===== src/rtl/muldiv_sequencer.sv =====
// Multi-cycle RV32M sequencer: shift-add multiply and restoring divide with pipeline stall control.
// One result per operation, presented in RESULT with a one-cycle DONE pulse.
module muldiv_sequencer #(
  parameter int XLEN = 32
) (
  input  logic            clk,
  input  logic            reset,
  input  logic            start,
  input  logic [2:0]      funct3,
  input  logic [XLEN-1:0] operand1,
  input  logic [XLEN-1:0] operand2,
  input  logic            flush,
  output logic            stall,
  output logic            busy,
  output logic            done,
  output logic [XLEN-1:0] result
);

  localparam int CW = $clog2(XLEN);

  typedef enum logic [2:0] {S_IDLE, S_PREP, S_CALC, S_FINAL, S_DONE} state_t;

  state_t          state, next_state;
  logic [2:0]      op;
  logic [XLEN-1:0] opa, opb, addend, acc_hi, acc_lo;
  logic            neg1, neg2;
  logic [CW-1:0]   count;

  logic            is_div, sign1, sign2, a_neg, b_neg, special;
  logic [XLEN-1:0] a_mag, b_mag, quo, rem, final_value;
  logic [XLEN:0]   mul_sum, div_shift, div_diff;
  logic [2*XLEN-1:0] product;

  always_comb begin
    is_div  = op[2];
    sign1   = ~(op[0] & (op[1] | op[2]));
    sign2   = op[2] ? ~op[0] : ~op[1];
    a_neg   = sign1 & opa[XLEN-1];
    b_neg   = sign2 & opb[XLEN-1];
    a_mag   = a_neg ? -opa : opa;
    b_mag   = b_neg ? -opb : opb;
    // Divide-by-zero and signed overflow have fixed architectural results.
    special = is_div & ((opb == '0) |
              (~op[0] & (opa == {1'b1, {(XLEN-1){1'b0}}}) & (opb == '1)));
    mul_sum   = {1'b0, acc_hi} + (acc_lo[0] ? {1'b0, addend} : '0);
    div_shift = {acc_hi, acc_lo[XLEN-1]};
    div_diff  = div_shift - {1'b0, addend};
    product   = {acc_hi, acc_lo};
    if (neg1 ^ neg2)
      product = -product;
    quo = (neg1 ^ neg2) ? -acc_lo : acc_lo;
    rem = neg1 ? -acc_hi : acc_hi;
  end

  always_comb begin
    final_value = '0;
    if (special) begin
      if (opb == '0)
        final_value = op[1] ? opa : '1;
      else
        final_value = op[1] ? '0 : opa;
    end else if (is_div)
      final_value = op[1] ? rem : quo;
    else if (op == 3'b000)
      final_value = product[XLEN-1:0];
    else
      final_value = product[2*XLEN-1:XLEN];
  end

  always_ff @(posedge clk) begin
    if (!reset)
      state <= S_IDLE;
    else
      state <= next_state;
  end

  always_comb begin
    next_state = state;
    case (state)
      S_IDLE:  if (start && !flush) next_state = S_PREP;
      S_PREP:  next_state = flush ? S_IDLE : (special ? S_FINAL : S_CALC);
      S_CALC:  if (flush) next_state = S_IDLE;
               else if (count == CW'(XLEN-1)) next_state = S_FINAL;
      S_FINAL: next_state = flush ? S_IDLE : S_DONE;
      S_DONE:  next_state = S_IDLE;
      default: next_state = S_IDLE;
    endcase
  end

  always_comb begin
    stall = ((state == S_IDLE) & start & ~flush) |
            (state == S_PREP) | (state == S_CALC) | (state == S_FINAL);
    busy  = (state != S_IDLE);
    done  = (state == S_DONE);
  end

  // acc_hi/acc_lo hold product hi/lo for multiply and remainder/quotient for divide.
  always_ff @(posedge clk) begin
    if (!reset) begin
      op     <= '0;
      opa    <= '0;
      opb    <= '0;
      addend <= '0;
      acc_hi <= '0;
      acc_lo <= '0;
      neg1   <= 1'b0;
      neg2   <= 1'b0;
      count  <= '0;
      result <= '0;
    end else begin
      case (state)
        S_IDLE: begin
          if (start && !flush) begin
            op  <= funct3;
            opa <= operand1;
            opb <= operand2;
          end
        end
        S_PREP: begin
          neg1   <= a_neg;
          neg2   <= b_neg;
          acc_hi <= '0;
          acc_lo <= is_div ? a_mag : b_mag;
          addend <= is_div ? b_mag : a_mag;
          count  <= '0;
        end
        S_CALC: begin
          count <= count + 1'b1;
          if (is_div) begin
            if (!div_diff[XLEN]) begin
              acc_hi <= div_diff[XLEN-1:0];
              acc_lo <= {acc_lo[XLEN-2:0], 1'b1};
            end else begin
              acc_hi <= div_shift[XLEN-1:0];
              acc_lo <= {acc_lo[XLEN-2:0], 1'b0};
            end
          end else begin
            {acc_hi, acc_lo} <= {mul_sum, acc_lo[XLEN-1:1]};
          end
        end
        S_FINAL: if (!flush) result <= final_value;
        default: ;
      endcase
    end
  end

endmodule


===== config.mk =====
export PLATFORM = sky130hd
export DESIGN_NAME = muldiv_sequencer
export DESIGN_NICKNAME = d
export VERILOG_FILES = /design/src/rtl/muldiv_sequencer.sv
export SDC_FILE = /design/constraint.sdc
export NUM_CORES = 1
export LEC_CHECK = 0
export CORE_MARGIN = 2
export CORE_UTILIZATION = 40
export CTS_CLUSTER_SIZE = 20
export DETAILED_ROUTE_END_ITERATION = 7
export MAX_ROUTING_LAYER = met4
export SYNTH_ARGS = -nofsm -noshare
export SYNTH_HDL_FRONTEND = slang
export SYNTH_SLANG_ARGS = --single-unit

===== constraint.sdc =====
create_clock -name clk -period 3.4 [get_ports clk]
set_input_delay 0.68 -clock clk [delete_from_list [all_inputs] [get_ports clk]]
set_output_delay 0.68 -clock clk [all_outputs]
set_load 0.01 [all_outputs]

==> results.cfg <==
[setup_path]
crit-reg2reg-launch = acc_lo[0]$_SDFFE_PN0P_
rrSetupSlack_ns = 0.11
crit_type = flop to flop
start_kind = flop
worst-endpoint-arrival_ns = 3.79
required_ns = 3.90
reg2reg_to = acc_hi[29]$_SDFFE_PN0P_
critPathMaxFanout = 20
ff2ff_path_depth = 16
endpoint_kind = flop
startpoint = acc_lo[0]$_SDFFE_PN0P_

[timing]
period_needed_ns = 3.29
final_hold_viol_count = 0
fin_crit_sh_pct = 96.8
drv_slew = 0
relSlewSlack_pct = 30.1
skew_ns = 0.0142
rsz0062_at_grt = yes
fmax_ghz = 0.304
setup-violations-final = 0
worst_slew_pin_slew_ns = 1.04
fin_setup_tns_ns = 0

[clocking]
cts_tree = yes
clk_pin_slew_ns = 0.06
clkLatencyLatePin_ns = 0.58
hold_buffers = 0
cts_buffers = 26
cts_max_level = 1
cts_root_buffer = clkbuf_16
cts_buffer_depth = 3
clock_sinks = 205

[logic_synthesis]
syn_area_sq_um = 16900
syn_nets = 2493
avgSynthCellArea_sq_um = 7.17
netlist_instances = 2349
synth-edff-count = 0
synth_cell_types = 90
async_flop_share_pct = 0
synth_ff_type = dfxtp_1
ys_seq_area_share_pct = 24.4
ys_seq_elements = 205
ys_warn_count = 0

[floorplan]
core-area_sq_um = 41800
fp.dieH_um = 209
die-area_sq_um = 43800
ios = 106
die_w_um = 209
rows = 75
start_util_pct = 40.4

[global_routing]
grt_max_degree = 113
overflow = 0
grt_util_all_layers_pct = 32.9
grt_pass1_vias = 17500
grt_pass1_wl_um = 108000
antenna_found_initial = 0

[placement]
dpl-instance-area_sq_um = 19500
place_congestion = 0.985
hpwl_um = 55700
io_buffer_count = 105

[worst_hold_path]
hold_path.class = flop to flop
hp-start = addend[2]$_SDFFE_PN0P_
min_to = addend[2]$_SDFFE_PN0P_
hold_depth = 2

[detailed_routing]
wl_per_cell_um = 23.2
viasPerCell = 5.98
drt-total-wl_um = 71500
firstDrtPassIters = 6
drt_iter0_drc = 1812
via_count = 18400
drcViolationCount = 0
ant_nets = 0

[power]
ir_worst_vdd_v = 0.000386
cellPowerDensity_nw_per_um2 = 392
p_leak_uw = 0.00818

[run]
maxCapViolCount = 0

[final_layout]
stdcell_area_sq_um = 20600
fillerInstances = 4162
nets = 2667
syn_to_final_growth_pct = 22.5
diodes = 0
regArea_sq_um = 4110
multiInputGateArea_sq_um = 12000
final_layout_size_suffix_gt1_share_pct = 13.6

[outcome]
status = completed
registers in the layout, summed over array words and instances (netlist names), 3 cells and up:
signal  count
acc_hi     32
acc_lo     32
addend     32
count       5
op          3
opa        32
opb        32
result     32
state       3
worst max path at each step:
stage / cells past startpoint / endpoint / slack [ns]
global placement: 14 / acc_hi[13]$_SDFFE_PN0P_ / 0.02
detailed placement: 14 / acc_hi[7]$_SDFFE_PN0P_ / -0.007
CTS: 15 / acc_hi[25]$_SDFFE_PN0P_ / 0.01
global route: 15 / acc_hi[25]$_SDFFE_PN0P_ / -0.004
finish: 16 / acc_hi[29]$_SDFFE_PN0P_ / 0.11
floorplan: 15 / acc_hi[25]$_SDFFE_PN0P_ / 0.006
where the power goes:
part           internal (uW)  leakage (uW)  total (uW)  switching (uW)
clock                   1690      0.000427        2870            1180
combinational           1100       0.00609        2640            1540
sequential              2480       0.00166        2580             101
cell type report:
class                   instances  share of cell area [%]
clock inverters                 7                   0.534
well taps                     539                    3.27
flip-flops and latches        205                    19.9
repair buffers                321                    13.4
multi-input cells            1900                    57.9
clock buffers                  39                    3.68
inverters                      69                    1.27
routing by layer:
metal	global-route usage [%]	part of all wire [%]	vias to the layer above
met5	-	0	-
met4	13.3	4.8	0
met3	3.91	6.4	153
met2	51.1	45	691
met1	43.5	44	8830
li1	-	-	8736
critical path, cell delays in order, from the launching register on:
cell and delay, ns:
dfxtp_2 0.33, inv_1 0.09, buf_12 0.16, nor2_2 0.05
ha_1 0.30, a21o_1 0.17, a311o_1 0.38, a221oi_2 0.25
buf_4 0.16, a311o_1 0.21, a21oi_1 0.09, buf_4 0.16
nand4_1 0.10, nand3b_1 0.11, xnor2_1 0.16, a311o_1 0.36
a31oi_1 0.13
cell usage after synthesis (21+ instances only):
library cell  count  area share, %
a211oi_1         38            1.7
a21o_1           36            1.6
a21oi_1         277            8.2
a221oi_1         26            1.4
a31oi_1          31            1.2
clkbuf_1        142            3.2
dfxtp_1         205             24
ha_1             71            5.3
inv_1            67            1.5
mux2i_1          58            3.4
nand2_1         311            6.9
nand3_1          25           0.74
nor2_1          251            5.6
nor3_1           48            1.4
nor4_1           21           0.78
o211ai_1         41            1.8
o21ai_0         157            4.7
o31ai_1          24            1.1
or3_1            22           0.82
xnor2_1         100            5.2
xor2_1           99            5.1
cells in the final DEF (no fill, tap or decap), types with 9 or more instances in the layout:
cell,count
a211oi_1,37
a21o_1,36
a21oi_1,274
a221oi_1,25
a22oi_1,12
a31oi_1,30
and2_1,10
and3_1,13
buf_4,208
clkbuf_16,26
clkdlybuf4s50_1,105
dfxtp_1,200
ha_1,69
inv_1,67
mux2i_1,58
nand2_1,311
nand2b_1,14
nand3_1,25
nand4_1,12
nor2_1,247
nor3_1,46
nor4_1,20
o211ai_1,41
o21a_1,14
o21ai_0,154
o21ai_1,9
o22ai_1,9
o31ai_1,23
or2_2,12
or3_1,22
or4_1,16
xnor2_1,98
xor2_1,98
through the flow:
| stage | hold WS, ns | setup slack [ns] | utilization, % | std cells | total power [uW] |
|---|---|---|---|---|---|
| 2_1_floorplan | 0.432 | 0.00637 | - | 2349 | 4170 |
| 3_3_place_gp | 0.442 | 0.0242 | 46.8 | 3019 | 5090 |
| 3_5_place_dp | 0.446 | -0.00661 | 46.8 | 3019 | 5100 |
| 4_1_cts | 0.452 | 0.0126 | 48.9 | 3065 | 7970 |
| 5_1_grt | 0.468 | -0.00393 | 49.4 | 3080 | 8420 |
| 6_report | 0.451 | 0.109 | 49.4 | 3080 | 8100 |
cell families (layout without fill, tap and decap cells):
group	Yosys count	in the layout	share of synthesized area, %
AND/OR/NAND/NOR	813	813	22.5
AO/OA/AOI/OAI	750	750	27.6
buffers and inverters	244	436	5.73
flip-flops	205	205	24.4
XOR/XNOR	199	199	10.3
adder cells (fa/ha/maj)	73	73	5.51
multiplexers	65	65	3.91
timing repair:
action | 4_1_cts | 5_1_grt
pin swaps | 0 | 10
setup buffers | 0 | 15
endpoints found under the setup margin | 1 | 24
gates resized for setup | 1 | 30
Power figures use the tool's default switching activity.
